[config.mk]
export PLATFORM = sky130hd
export DESIGN_NAME = neg_sub_controller_flat
export DESIGN_NICKNAME = d
export VERILOG_FILES = /design/src/rtl/neg_sub_controller_if.sv /design/src/rtl/neg_sub_controller.sv /design/src/flat_wrapper.sv
export SDC_FILE = /design/constraint.sdc
export NUM_CORES = 1
export LEC_CHECK = 0
export CAP_MARGIN = 40
export CORE_MARGIN = 2
export CORE_UTILIZATION = 46
export CTS_BUF_LIST = sky130_fd_sc_hd__clkbuf_4 sky130_fd_sc_hd__clkbuf_8
export CTS_CLUSTER_DIAMETER = 100
export CTS_CLUSTER_SIZE = 25
export DETAILED_ROUTE_END_ITERATION = 8
export PLACE_DENSITY = 0.81
export SLEW_MARGIN = 10
export SYNTH_ARGS = -nofsm -noshare
export SYNTH_HDL_FRONTEND = slang
export SYNTH_SLANG_ARGS = --single-unit
[constraint.sdc]
create_clock -name CLK -period 2.5 [get_ports CLK]
set_input_delay 0.75 -clock CLK [delete_from_list [all_inputs] [get_ports CLK]]
set_output_delay 0.75 -clock CLK [all_outputs]
set_load 0.05 [all_outputs]
[src/rtl/neg_sub_controller_if.sv]
// Bundle between the two requesters, the shared negation unit and the controller.
interface neg_sub_controller_if #(
  parameter int unsigned WIDTH = 8
);
  logic             req0;
  logic             req1;
  logic [1:0]       op0;
  logic [1:0]       op1;
  logic [WIDTH-1:0] a0;
  logic [WIDTH-1:0] b0;
  logic [WIDTH-1:0] a1;
  logic [WIDTH-1:0] b1;
  logic             ack0;
  logic             ack1;
  logic [WIDTH-1:0] result;
  logic             ovf;
  logic             busy;
  logic             owner;
  logic [WIDTH-1:0] neg_in;
  logic [WIDTH-1:0] neg_out;

  // Controller view.
  modport slave (
    input  req0, req1, op0, op1, a0, b0, a1, b1, neg_out,
    output ack0, ack1, result, ovf, busy, owner, neg_in
  );

  // Requesters plus negation unit view.
  modport master (
    output req0, req1, op0, op1, a0, b0, a1, b1, neg_out,
    input  ack0, ack1, result, ovf, busy, owner, neg_in
  );
endinterface

[src/rtl/neg_sub_controller.sv]
// Round-robin sequencer sharing one combinational negator and an adder between two requesters.
module neg_sub_controller #(
  parameter int unsigned WIDTH = 8
) (
  input logic                CLK,
  input logic                RESET_N,
  neg_sub_controller_if.slave bus
);

  localparam logic [1:0] StIdle = 2'd0;
  localparam logic [1:0] StNeg  = 2'd1;
  localparam logic [1:0] StExec = 2'd2;
  localparam logic [1:0] StAck  = 2'd3;

  localparam logic [1:0] OpMov = 2'b00;
  localparam logic [1:0] OpAdd = 2'b01;
  localparam logic [1:0] OpSub = 2'b10;
  localparam logic [1:0] OpNeg = 2'b11;

  localparam int unsigned Msb = WIDTH - 1;
  localparam logic [WIDTH-1:0] MinVal = {1'b1, {(WIDTH-1){1'b0}}};

  logic [1:0]       state_q, state_d;
  logic [1:0]       op_q, op_d;
  logic [WIDTH-1:0] a_q, a_d;
  logic [WIDTH-1:0] b_q, b_d;
  logic [WIDTH-1:0] tmp_q, tmp_d;
  logic [WIDTH-1:0] result_q, result_d;
  logic             ovf_q, ovf_d;
  logic             owner_q, owner_d;
  logic             last_q, last_d;

  logic             win;
  logic [WIDTH-1:0] exec_res;
  logic             exec_ovf;

  // Result and overflow flag for the latched operation; TMP holds -B (SUB) or -A (NEG).
  always_comb begin
    exec_res = '0;
    exec_ovf = 1'b0;
    unique case (op_q)
      OpMov: begin
        exec_res = a_q;
        exec_ovf = 1'b0;
      end
      OpAdd: begin
        exec_res = a_q + b_q;
        exec_ovf = (a_q[Msb] == b_q[Msb]) && (exec_res[Msb] != a_q[Msb]);
      end
      OpSub: begin
        exec_res = a_q + tmp_q;
        exec_ovf = (a_q[Msb] != b_q[Msb]) && (exec_res[Msb] != a_q[Msb]);
      end
      OpNeg: begin
        exec_res = tmp_q;
        exec_ovf = (a_q == MinVal);
      end
      default: begin
        exec_res = '0;
        exec_ovf = 1'b0;
      end
    endcase
  end

  // Next-state: arbitration and operand capture in IDLE, then NEG -> EXEC -> ACK.
  always_comb begin
    state_d  = state_q;
    op_d     = op_q;
    a_d      = a_q;
    b_d      = b_q;
    tmp_d    = tmp_q;
    result_d = result_q;
    ovf_d    = ovf_q;
    owner_d  = owner_q;
    last_d   = last_q;
    win      = 1'b0;
    unique case (state_q)
      StIdle: begin
        if (bus.req0 || bus.req1) begin
          // With both pending, the one not served last wins.
          win     = (bus.req0 && bus.req1) ? ~last_q : bus.req1;
          owner_d = win;
          last_d  = win;
          op_d    = win ? bus.op1 : bus.op0;
          a_d     = win ? bus.a1 : bus.a0;
          b_d     = win ? bus.b1 : bus.b0;
          state_d = op_d[1] ? StNeg : StExec;
        end
      end
      StNeg: begin
        tmp_d   = bus.neg_out;
        state_d = StExec;
      end
      StExec: begin
        result_d = exec_res;
        ovf_d    = exec_ovf;
        state_d  = StAck;
      end
      StAck: begin
        state_d = StIdle;
      end
      default: begin
        state_d = StIdle;
      end
    endcase
  end

  // State registers; reset aborts any operation and makes requester 0 win first.
  always_ff @(posedge CLK or negedge RESET_N) begin
    if (!RESET_N) begin
      state_q  <= StIdle;
      op_q     <= OpMov;
      a_q      <= '0;
      b_q      <= '0;
      tmp_q    <= '0;
      result_q <= '0;
      ovf_q    <= 1'b0;
      owner_q  <= 1'b0;
      last_q   <= 1'b1;
    end else begin
      state_q  <= state_d;
      op_q     <= op_d;
      a_q      <= a_d;
      b_q      <= b_d;
      tmp_q    <= tmp_d;
      result_q <= result_d;
      ovf_q    <= ovf_d;
      owner_q  <= owner_d;
      last_q   <= last_d;
    end
  end

  // Outputs decoded from state; negator input is zero outside the NEG state.
  always_comb begin
    bus.neg_in = '0;
    if (state_q == StNeg) begin
      bus.neg_in = (op_q == OpSub) ? b_q : a_q;
    end
    bus.ack0   = (state_q == StAck) && !owner_q;
    bus.ack1   = (state_q == StAck) && owner_q;
    bus.busy   = (state_q != StIdle);
    bus.owner  = owner_q;
    bus.result = result_q;
    bus.ovf    = ovf_q;
  end

endmodule
[src/flat_wrapper.sv]
// flat-port wrapper written by rule: the top's interface ports become plain ports
module neg_sub_controller_flat 
#(
  parameter int unsigned WIDTH = 8
)
  (CLK, RESET_N, bus_req0, bus_req1, bus_op0, bus_op1, bus_a0, bus_b0, bus_a1, bus_b1, bus_neg_out, bus_ack0, bus_ack1, bus_result, bus_ovf, bus_busy, bus_owner, bus_neg_in);
  neg_sub_controller_if #(.WIDTH(WIDTH)) bus_i ();
  input logic CLK;
  input logic RESET_N;
  input wire logic [$bits(bus_i.req0)-1:0] bus_req0;
  input wire logic [$bits(bus_i.req1)-1:0] bus_req1;
  input wire logic [$bits(bus_i.op0)-1:0] bus_op0;
  input wire logic [$bits(bus_i.op1)-1:0] bus_op1;
  input wire logic [$bits(bus_i.a0)-1:0] bus_a0;
  input wire logic [$bits(bus_i.b0)-1:0] bus_b0;
  input wire logic [$bits(bus_i.a1)-1:0] bus_a1;
  input wire logic [$bits(bus_i.b1)-1:0] bus_b1;
  input wire logic [$bits(bus_i.neg_out)-1:0] bus_neg_out;
  output wire logic [$bits(bus_i.ack0)-1:0] bus_ack0;
  output wire logic [$bits(bus_i.ack1)-1:0] bus_ack1;
  output wire logic [$bits(bus_i.result)-1:0] bus_result;
  output wire logic [$bits(bus_i.ovf)-1:0] bus_ovf;
  output wire logic [$bits(bus_i.busy)-1:0] bus_busy;
  output wire logic [$bits(bus_i.owner)-1:0] bus_owner;
  output wire logic [$bits(bus_i.neg_in)-1:0] bus_neg_in;
  assign bus_i.req0 = bus_req0;
  assign bus_i.req1 = bus_req1;
  assign bus_i.op0 = bus_op0;
  assign bus_i.op1 = bus_op1;
  assign bus_i.a0 = bus_a0;
  assign bus_i.b0 = bus_b0;
  assign bus_i.a1 = bus_a1;
  assign bus_i.b1 = bus_b1;
  assign bus_i.neg_out = bus_neg_out;
  assign bus_ack0 = bus_i.ack0;
  assign bus_ack1 = bus_i.ack1;
  assign bus_result = bus_i.result;
  assign bus_ovf = bus_i.ovf;
  assign bus_busy = bus_i.busy;
  assign bus_owner = bus_i.owner;
  assign bus_neg_in = bus_i.neg_in;
  neg_sub_controller #(.WIDTH(WIDTH)) u_core (.CLK(CLK), .RESET_N(RESET_N), .bus(bus_i));
endmodule
==> metrics.txt <==
outcome=finished clean; EDFF count, synth=0; WL per Instance=15.2 um; maximum buffer depth of the clock tree=2; leak pwr=1.61 nW; I/O Pins=69; share of cells above drive strength 1=21.0%; routability cong.=0.916; top cell type's share of synthesized area=34.7%; Synth Cell Area=0.00274 mm^2; CTS Buf Count=5; crit path DAT=1.64 ns; synth warn=0; Unique masters post-synth=53; Hold Vio Cnt, Final=0; max-slew violation count=0; DRT Pass-1 Iters=4; Final Critical Period=2.39 ns; Std-Cell Core Area=0.00585 mm^2; post-synthesis sequential area ratio=35.6%; vias in the first global route=2253; post-cts hold buffer count=0; DRT Wirelength=6490 um; skew final=0.00597 ns; most frequent cells after synthesis=nand2_1, dfrtp_1, o21ai_0; setup TNS=0 ns; Crit Path Max Fanout=13; Avg Inst Size Synth=9.87 um^2; Total Nets Final=419; WL met3=315 um; Setup crit start=u_core.state_q[1]; Slew headroom=57.1%; max incr delay on CP=0.41 ns; chip width=81.2 um; count of input and output buffers=68; Vias=2349; H-tree levels=2; Synth Flop Type=dfrtp_1; crit path kind=reg2out; Top Layer Used=met4; DRT antenna net count=0; clock latency on the worst-skew pair=0.29 ns; Worst R2R Start=u_core.a_q[0]; worst r2r path cells=9; unrepaired setup endpoints after global routing=no; initial antenna violation count=0; metal2 WL=3100 um; count leader, synth=nand2_1; Setup crit end kind=output pin; Critical Path Start Type=flop; worst-path cell chain=inv_1 > ha_2 > a21boi_2 > buf_12; fin cells=427; MaxCap Viol Count=0; grt ovf=0; Detailed Place HPWL=5140 um; CTS tree=built; chip height=81.2 um; ANT cells=0; achievable frequency=0.418 GHz; Syn Inst Count=278; slowest cell on the critical path=dfrtp_1; critical path data required time=1.75 ns; endpoints failing setup=0; Clk pin slew, worst setup/hold paths=0.08 ns; ys async rst share=100%; Synth Register Bits=39; pin count of the biggest net entering global routing=31; Synth area leaders=dfrtp_1, ha_1, mux2i_1; Placed Instances=418; r2r setup slk=0.15 ns; Peak supply drop=0.600 mV; M1 WL=2920 um; worst hold-check path type=in2async; gr usage total=21.1%; Post-route DRC=0; area grow syn2layout=38.5%; Root Driver=clkbuf_8; Mapped Nets=346; CTS Sinks=39; die area=0.00660 mm^2; Worst Tran Pin Value=0.644 ns; first-pass GRT wire length=10700 um; fin crit share=95.6%; Synth area leader=dfrtp_1; r2r endpoint=u_core.bus.result[4]; Initial Utilization=46.9%; site row count=28; DR vias/cell=5.50; pwr/cell area=1440 mW/mm^2; Iteration-0 DRC Markers=168
logic make-up (layout without fill, tap and decap cells):
group	count (synthesis)	in the layout	share of synthesized area (%)
flops	39	39	35.6
compound gates	73	73	17.9
xor+xnor	11	11	3.79
mux	36	36	16.4
fa+ha+maj	20	20	9.67
simple gates	70	70	12.2
buf+inv	29	103	4.47
critical path: cells and delay by family, from the launching register on:
family / cells / cell delay, ns
DFF: 1 / 0.41
AOI/OAI and AO/OA: 1 / 0.30
buffers and inverters: 2 / 0.28
adders and majority gates: 1 / 0.36
placed cells by master (no fill, tap or decap), types with 8 or more instances in the layout:
cell,n
a21boi_2,9
a21oi_1,9
buf_12,11
buf_4,13
clkdlybuf4s50_1,56
dfrtp_1,38
ha_1,17
inv_1,14
mux2_2,11
mux2i_1,19
nand2_1,40
o21ai_0,25
xnor2_1,8
sequential cells by signal, summed over array words and instances, names as in the netlist:
register and cells:
u_core.bus.ovf 1, u_core.b_q 8, u_core.bus.owner 1, u_core.last_q 1
u_core.tmp_q 8, u_core.bus.result 8, u_core.a_q 8, u_core.state_q 2
u_core.op_q 2
stage by stage:
stage	power [W]	area, um^2	setup slack (ns)	util (%)	hold slack (ns)
2_1_floorplan	0.00392	2770	0.114	-	0.454
3_3_place_gp	0.00482	3660	0.134	62.6	0.490
3_5_place_dp	0.00495	3680	0.0529	62.9	0.497
4_1_cts	0.00543	3780	0.0386	64.6	0.377
5_1_grt	0.00588	3800	0.0459	64.9	0.386
6_report	0.00545	3800	0.110	64.9	0.363
metal layers:
layer	global-route usage, %	vias to the layer above
li1	-	1150
met4	8.14	0
met1	27.9	1106
met5	0	-
met3	3.33	17
met2	34.7	76
power by group:
group / switching, W / internal (W) / leakage, nW / total [W]
Clock: 0.000219 / 0.000233 / 0.0517 / 0.000452
Combinational: 0.00198 / 0.00173 / 1.09 / 0.00371
Sequential: 0.000328 / 0.000963 / 0.470 / 0.00129
repair_timing:
item	in CTS	in global routing
setup buffers	0	1
gates resized for setup	2	3
setup endpoints to repair	8	7
pin swaps	0	0
area by class of cell:
type / count / area [um^2]
well taps: 75 / 93.8
inverters: 14 / 52.6
multi-input cells: 210 / 1700
clock inverters: 1 / 5.00
flip-flops and latches: 39 / 977
clock buffers: 7 / 90.1
repair buffers: 81 / 883
fillers: 443 / 2050
worst max-delay path by stage:
stage / cells after the start / end
after global placement: 9 / u_core.bus.result[4]
after detailed placement: 9 / u_core.bus.result[4]
after global routing: 9 / u_core.bus.result[4]
after CTS: 9 / u_core.bus.result[4]
after floorplan: 5 / bus_neg_in[0]
final: 4 / bus_neg_in[4]
(Power assumes the default switching activity.)
